### src/rtl/tree_pkg.sv
// Constants and types shared by the tree reduction stage and its downstream consumers.
package tree_pkg;

    localparam int TREE_LATENCY = 3;

    typedef logic [7:0] byte_t;

endpackage

### src/rtl/tree_result_fifo.sv
// First-word-fall-through FIFO for packed tree results; the head entry is visible while non-empty.
module tree_result_fifo #(
    parameter int DEPTH = 4,
    parameter int WIDTH = 8,
    localparam int AW = $clog2(DEPTH),
    localparam int LW = AW + 1
) (
    input  logic             clk,
    input  logic             rst_n,
    input  logic             i_push,
    input  logic [WIDTH-1:0] i_data,
    input  logic             i_pop,
    output logic [WIDTH-1:0] o_data,
    output logic             o_full,
    output logic             o_empty,
    output logic [LW-1:0]    o_level
);

    logic [WIDTH-1:0] r_mem [DEPTH];
    logic [AW-1:0]    r_wr_ptr;
    logic [AW-1:0]    r_rd_ptr;
    logic [LW-1:0]    r_count;
    logic             w_do_push;
    logic             w_do_pop;

    assign o_empty   = (r_count == LW'(0));
    assign o_full    = (r_count == LW'(DEPTH));
    assign w_do_pop  = i_pop & ~o_empty;
    // A pop on the same edge frees the slot, so a push into a full FIFO still lands.
    assign w_do_push = i_push & (~o_full | w_do_pop);
    assign o_level   = r_count;
    assign o_data    = o_empty ? {WIDTH{1'b0}} : r_mem[r_rd_ptr];

    // Storage array; contents are only observed through the occupancy-gated head.
    always_ff @(posedge clk) begin
        if (w_do_push) begin
            r_mem[r_wr_ptr] <= i_data;
        end
    end

    // Pointers and occupancy.
    always_ff @(posedge clk or negedge rst_n) begin
        if (!rst_n) begin
            r_wr_ptr <= {AW{1'b0}};
            r_rd_ptr <= {AW{1'b0}};
            r_count  <= {LW{1'b0}};
        end else begin
            if (w_do_push) begin
                r_wr_ptr <= r_wr_ptr + AW'(1);
            end
            if (w_do_pop) begin
                r_rd_ptr <= r_rd_ptr + AW'(1);
            end
            case ({w_do_push, w_do_pop})
                2'b10:   r_count <= r_count + LW'(1);
                2'b01:   r_count <= r_count - LW'(1);
                default: r_count <= r_count;
            endcase
        end
    end

endmodule

### src/rtl/tree_collector.sv
// Qualifies tree results with a delayed valid, packs them LSB-first into bytes and buffers
// them for a valid/ready sink, with a running ones count and a sticky overflow flag.
module tree_collector
    import tree_pkg::*;
#(
    parameter int LATENCY = TREE_LATENCY,
    parameter int DEPTH   = 4,
    localparam int LW     = $clog2(DEPTH) + 1
) (
    input  logic          clk,
    input  logic          rst_n,
    input  logic          in_valid,
    input  logic          b,
    output logic          out_valid,
    input  logic          out_ready,
    output logic [7:0]    out_data,
    output logic [LW-1:0] level,
    output logic [15:0]   ones_count,
    output logic          overflow,
    input  logic          clr_overflow
);

    logic [LATENCY-1:0] r_vld;
    logic [2:0]         r_bit_cnt;
    byte_t              r_shift;
    logic [15:0]        r_ones;
    logic               r_overflow;
    logic               w_qual;
    logic               w_byte_done;
    byte_t              w_byte;
    logic               w_full;
    logic               w_empty;
    logic               w_drop;

    assign w_qual      = r_vld[LATENCY-1];
    assign w_byte_done = w_qual & (r_bit_cnt == 3'd7);
    assign w_byte      = {b, r_shift[6:0]};
    assign w_drop      = w_byte_done & w_full & ~out_ready;

    // Valid qualifier tracks each word through the tree's fixed pipeline.
    always_ff @(posedge clk or negedge rst_n) begin
        if (!rst_n) begin
            r_vld <= {LATENCY{1'b0}};
        end else begin
            r_vld[0] <= in_valid;
            for (int i = 1; i < LATENCY; i++) begin
                r_vld[i] <= r_vld[i-1];
            end
        end
    end

    // Packer and ones counter; b is garbage unless qualified, so it is never looked at otherwise.
    always_ff @(posedge clk or negedge rst_n) begin
        if (!rst_n) begin
            r_bit_cnt <= 3'd0;
            r_shift   <= 8'h00;
            r_ones    <= 16'd0;
        end else if (w_qual) begin
            r_shift[r_bit_cnt] <= b;
            r_bit_cnt          <= r_bit_cnt + 3'd1;
            if (b) begin
                r_ones <= r_ones + 16'd1;
            end
        end
    end

    // Sticky overflow; a new drop beats a simultaneous clear.
    always_ff @(posedge clk or negedge rst_n) begin
        if (!rst_n) begin
            r_overflow <= 1'b0;
        end else if (w_drop) begin
            r_overflow <= 1'b1;
        end else if (clr_overflow) begin
            r_overflow <= 1'b0;
        end else begin
            r_overflow <= r_overflow;
        end
    end

    tree_result_fifo #(
        .DEPTH (DEPTH),
        .WIDTH (8)
    ) u_fifo (
        .clk     (clk),
        .rst_n   (rst_n),
        .i_push  (w_byte_done),
        .i_data  (w_byte),
        .i_pop   (out_ready),
        .o_data  (out_data),
        .o_full  (w_full),
        .o_empty (w_empty),
        .o_level (level)
    );

    assign out_valid  = ~w_empty;
    assign ones_count = r_ones;
    assign overflow   = r_overflow;

endmodule

### config.mk
export PLATFORM = sky130hd
export DESIGN_NAME = tree_collector
export DESIGN_NICKNAME = d
export VERILOG_FILES = /design/src/rtl/tree_pkg.sv /design/src/rtl/tree_result_fifo.sv /design/src/rtl/tree_collector.sv
export SDC_FILE = /design/constraint.sdc
export NUM_CORES = 1
export LEC_CHECK = 0
export ABC_AREA = 1
export CORE_MARGIN = 2
export CORE_UTILIZATION = 40
export DETAILED_ROUTE_END_ITERATION = 10
export GPL_TIMING_DRIVEN = 0
export SLEW_MARGIN = 20
export SYNTH_ARGS = -nofsm -noshare
export SYNTH_HDL_FRONTEND = slang
export SYNTH_HIERARCHICAL = 1
export SYNTH_SLANG_ARGS = --single-unit
### constraint.sdc
create_clock -name clk -period 4.35 [get_ports clk]
set_input_delay 0.87 -clock clk [delete_from_list [all_inputs] [get_ports clk]]
set_output_delay 0.87 -clock clk [all_outputs]
set_load 0.005 [all_outputs]
After elaboration in Yosys (flattened, before gate mapping):

Memory sizes are Yosys's and may differ from the RTL's.
Index checks and enable logic that the tools add are counted.

* RAM bits: 32
* output and inout bits: 29
* word-level logic and storage cells: 44
* bits in registers: 38
* memories: 1
* input port bits: 6

Memories
* u_fifo.r_mem: words 4, width 8, read ports 1, clocked after memory_dff 0, write ports 1, RTL line tree_result_fifo.sv:19 `logic [WIDTH-1:0] r_mem [DEPTH];`

* reductions and logical operators: 5
* bitwise gates (word level): 9
* add/subtract/negate cells: 6
* mux-type cells: 9
* equality and inequality tests: 4
* order comparisons: 2

Operator list (number)
* 16-bit by 1-bit adder with 16-bit output (second input constant): 1
* 8-bit bitwise mux: 1
* 8-bit two-way mux: 1
* 3-bit by 1-bit adder with 3-bit output (second input constant): 2
* 3-bit equality test (second input constant): 2
* 3-bit one-hot mux with 2 select lines: 1
* 1-bit AND: 5
* 1-bit two-way mux: 5
* 2-bit by 1-bit adder with 2-bit output (second input constant): 2
* 3-bit by 4-bit less-than comparator with 1-bit output (second input constant): 1
* 2-bit nonzero test: 2
* 1-bit demux with 3-bit select: 1
* 3-bit by 1-bit greater-or-equal comparator with 1-bit output (second input constant): 1
* 3-bit zero test: 1
* 1-bit inverter: 3
* 3-bit by 1-bit subtractor with 3-bit output (second input constant): 1
* 2-bit by 1-bit equality test with 1-bit output (second input constant): 1
* 2-bit equality test (second input constant): 1
* 2-bit AND reduction: 1
* 1-bit logical AND: 1
* 1-bit OR: 1

Longest topological paths before layout:

Gate-level depths: netlist of run 1.

* word-level depth: 7
* gate-level depth with buffers: 11
* gate-level depth less buffers: 11

Cells and area by module:

The synthesis of run 1 kept the hierarchy.

By module, submodules not included
* tree_result_fifo: cells an instance 149, area each 1709.1 sq um, times used 1, seq. area each 1136.1 sq um
* tree_collector: cells an instance 151, area each 1448.9 sq um, times used 1, seq. area each 750.7 sq um

Worst setup path after synthesis of run 1:

OpenSTA, ideal clock, no wires.

* path kind: register to register
* start: register r_bit_cnt[0]
* end: register u_fifo.r_count[1] (netlist: u_fifo/o_level[1])
* buffers on the path: 0
* data arrival time: 1.794 ns
* stages on the path, launching flop included: 10
* library setup time: 0.122 ns
* setup slack: 2.435 ns
* period minus slack after synthesis: 1.915 ns
* data required time: 4.228 ns
* cells stage by stage: dfrtp_1 -> ha_1 -> ha_1 -> nand2_1 -> inv_1 -> nand3b_2 -> fa_1 -> inv_1 -> nand2_1 -> o21ai_1

* longest elaborated chain between the ends: 5
* elaborated cells between the ends (all ways): 7
* classes of those cells: eq/ne (3); mux (1); bitwise (2); reduce/logical (1)

RTL lines
* start, declared: RTL line tree_collector.sv:24 `logic [2:0] r_bit_cnt;`
* start signal, assigned: RTL line tree_collector.sv:60 `r_bit_cnt <= r_bit_cnt + 3'd1;`
* 3-bit equality test *: RTL line tree_collector.sv:36 `assign w_byte_done = w_qual & (r_bit_cnt == 3'd7);`
* 1-bit AND *: RTL line tree_collector.sv:36
* net w_byte_done: RTL line tree_collector.sv:29 `logic w_byte_done;`
* 1-bit AND *: RTL line tree_result_fifo.sv:30 `assign w_do_push = i_push & (~o_full | w_do_pop);`
* 2-bit by 1-bit equality test with 1-bit output or 2-bit equality test (tied branches): RTL line tree_result_fifo.sv:54 `case ({w_do_push, w_do_pop})`
* 3-bit one-hot mux with 2 select lines or 2-bit nonzero test (tied branches)
* end signal, assigned: RTL line tree_result_fifo.sv:55 `2'b10: r_count <= r_count + LW'(1);`
* end signal, assigned: RTL line tree_result_fifo.sv:56 `2'b01: r_count <= r_count - LW'(1);`
* end signal, assigned: RTL line tree_result_fifo.sv:57 `default: r_count <= r_count;`
* end, declared: RTL line tree_result_fifo.sv:22 `logic [LW-1:0] r_count;`

Mark *: on every way through the listed nets, which the timed path passes. The rest lies on a longest branch.
A chain may end at the register's enable or synchronous reset.

Final worst setup path of run 1:

* start: register u_fifo.r_rd_ptr[0]
* end: output port out_data[3]

* longest elaborated chain between the ends: 2

RTL lines
* start, declared: RTL line tree_result_fifo.sv:21 `logic [AW-1:0] r_rd_ptr;`
* start signal, assigned: RTL line tree_result_fifo.sv:45 `r_rd_ptr <= {AW{1'b0}};`
* start signal, assigned: RTL line tree_result_fifo.sv:52 `r_rd_ptr <= r_rd_ptr + AW'(1);`
* memory 4 x 8 bit
* 8-bit two-way mux: RTL line tree_result_fifo.sv:32 `assign o_data = o_empty ? {WIDTH{1'b0}} : r_mem[r_rd_ptr];`
* end, declared: RTL line tree_collector.sv:16 `output logic [7:0] out_data,`

Every way passes these cells.

==> impl_metrics.ini, run 1 <==
[outcome]
status = finished, final reports clean

[yosys]
synth-edff-count = 32
synth_ff_type = dfrtp_1
yosysTopAreaCellShare = 0.304
yosys_warnings = 6
synthCells = 300
async_reset_ff_frac = 0.536
yosys.cell_count.top_type = nor2_1
seq_area_frac_synth = 0.597
syn_nets = 314
synth.cell_area_um2 = 3160
synthTopCellsByCount = nor2_1, nand2_1, dfrtp_1
yosys.area.top_type = edfxtp_1
ys_types = 31
synth-seq-cells = 69
syn_avg_cell_area_um2 = 10.5
synth_top_cells_by_area = edfxtp_1, dfrtp_1, nor2_1, nand2_1, inv_1

[sta]
relSlewSlack = 0.425
fin_skew_ps = 12.2
rsz0062_at_grt = false
setup_viol = 0
fin_crit_sh = 0.664
setup_tns_ps = 0
slew_viol_final = 0
worst_pin_slew_ps = 859
hold_viol = 0
timing.final.crit_period_ps = 2890
fmax_mhz = 346

[route]
drt_iter0_markers = 91
vias = 2150
firstDrtPassIters = 4
remaining_drc_errors = 0
postRouteWirelength_um = 5760
viasPerCell = 4.75
ant_nets = 0
routedWlPerCell_um = 12.7

[hold_path]
min_path_type = reg -> reg

[cts]
cts_tree = built
holdBufCountCts = 0
cts_buffers = 9
cts_root_buffer = clkbuf_8
clock_path_buffers = 2
htree_levels = 3
clkSinkCount = 69
cts_setup_buffers = 0
insertion_delay_ps = 340
post_cts_resized = 0
clk_pin_slew_ps = 80

[worst_setup_path]
critical-path-top-delay-family = buffers and inverters
crit_buf_inv = 4
crit_chain = buf_4, inv_2, buf_4, o21ai_1, a21oi_1, clkdlybuf4s50_1
cp-end-kind = output port
slowest_stage = clkdlybuf4s50_1
crit_required_ps = 3480
crit_path_max_fanout = 10
worstPathArrival_ps = 2020
start_kind = register
crit_top_cell = buf_4
critPathMaxStageDelay_ps = 530
crit_type = reg -> out

[global_route]
grt_pass1_wl_um = 9810
overflow = 0
antenna_found_initial = 0
grtUsageTotal = 0.150
grt_max_degree = 32
grt_pass1_vias = 2121

[pwr]
p_leak_nw = 1.61
vdd_ir_drop_max_uv = 267
powerDensity_nw_per_um2 = 588

[die]
ioPinCount = 35
die_y_um = 92.9
core_um2 = 7690
dieArea_um2 = 8620
die_x_um = 92.9
row_count = 32
start_util = 0.411

[final_layout]
fill_cells = 714
diodes = 0
drive_gt1_frac = 0.131
final_net_count = 360
area_delta_synth_final_pct = 21.3
seqCellArea_um2 = 1890
final_cell_count_no_fill = 453
final_util = 0.498
multi_input_area_um2 = 1090

[placed_design]
dp.cells = 437
hpwl_um = 3940
gp_congestion = 0.745
port_buffers = 34

[flow_run]
drv_cap = 0
==> logic make-up (layout without fill, tap and decap cells) <==
logic type,after synthesis,after routing,synth area share
simple gates,124,124,0.199
compound gates,44,44,0.0761
xor+xnor,13,13,0.0361
flops,69,69,0.597
buf+inv,42,93,0.0574
fa+ha+maj,8,8,0.0341
==> final cells by class <==
type,count,share of cell area
buffer,5,0.0111
tap,102,0.0333
clock inverter,7,0.0173
multi-input combinational,189,0.284
timing repair buffer,35,0.0927
sequential,69,0.492
clock buffer,9,0.0323
inverter,37,0.0363
==> flip-flops by register name, summed over array words and instances, names as in the netlist <==
register,cells
u_fifo/r_mem,32
ones_count,16
r_shift,7
r_bit_cnt,3
r_vld,3
u_fifo/o_level,3
u_fifo/r_rd_ptr,2
u_fifo/r_wr_ptr,2
overflow,1
==> where the power goes <==
part | leakage [nW] | internal, W | switching (W) | total [W]
Sequential | 0.716 | 0.000831 | 0.000121 | 0.000953
Clock | 0.0987 | 0.000261 | 0.000239 | 0.000501
Combinational | 0.795 | 0.000388 | 0.000413 | 0.000801
==> metal layers <==
layer	vias to the layer above	routed length, µm	global-route usage
li1	1072	-	-
met1	1019	2670	0.185
met2	52	2730	0.246
met3	7	272	0.0260
met4	0	89	0.0870
met5	-	0	0
==> per-stage QoR <==
| stage | hold WS [ps] | setup slack, ps | area, µm² | power, W |
|---|---|---|---|---|
| after floorplan | 331 | 2430 | 3160 | 0.00142 |
| after global placement | 335 | 1460 | 3630 | 0.00175 |
| after detailed placement | 335 | 1640 | 3640 | 0.00177 |
| after CTS | 351 | 1440 | 3830 | 0.00228 |
| after global routing | 356 | 1310 | 3830 | 0.00242 |
| final | 349 | 1460 | 3830 | 0.00225 |
==> cell usage in the layout (no fill, tap or decap), types with 4 or more instances in the layout <==
master           count
a21oi_1             16
inv_1               35
nand4_1              5
clkbuf_8             9
nor2_4               7
xor2_1               9
dfrtp_1             37
o21ai_1             11
clkinv_2             4
nand3_1              7
edfxtp_1            32
clkdlybuf4s50_1     33
nand2_1             40
a31oi_1              6
xnor2_1              4
o21ai_0              9
nand2_2              5
ha_1                 7
nor2_1              51
==> path summary, 6_finish.rpt <==
kind	cells past startpoint	endpoint	slack (ps)	start
max in group asynchronous	2	ones_count[7]$_DFFE_PN0P_	3560	rst_n
worst min register to register	0	r_vld[1]$_DFF_PN0_	350	r_vld[0]$_DFF_PN0_
worst min-delay path	0	r_vld[1]$_DFF_PN0_	350	r_vld[0]$_DFF_PN0_
worst max register to register	6	u_fifo/r_mem[1][4]$_DFFE_PP_	2230	r_bit_cnt[0]$_DFFE_PN0P_
worst max-delay path	6	out_data[3]	1460	u_fifo/r_rd_ptr[0]$_DFFE_PN0N_
min in group asynchronous	1	u_fifo/o_level[1]$_DFFE_PN0P_	370	rst_n
(Power assumes the default switching activity.)
==> inputs of run 2 (changes only) <==
Clock period 4.35 ns to 2.75 ns, I/O delays scaled along.
==> results of run 2 <==
Same layout as run 1 (identical final DEF). Status: finished, final reports clean.
Main changes from that run: setup slack after placement 1640 ps -> 359 ps; setup slack after layout 1460 ps -> 180 ps; hold slack 349 ps -> 50.8 ps; register-to-register setup slack 2230 ps -> 630 ps; total power 0.00225 W -> 0.00357 W; worst IR drop on VDD 267 µV -> 422 µV
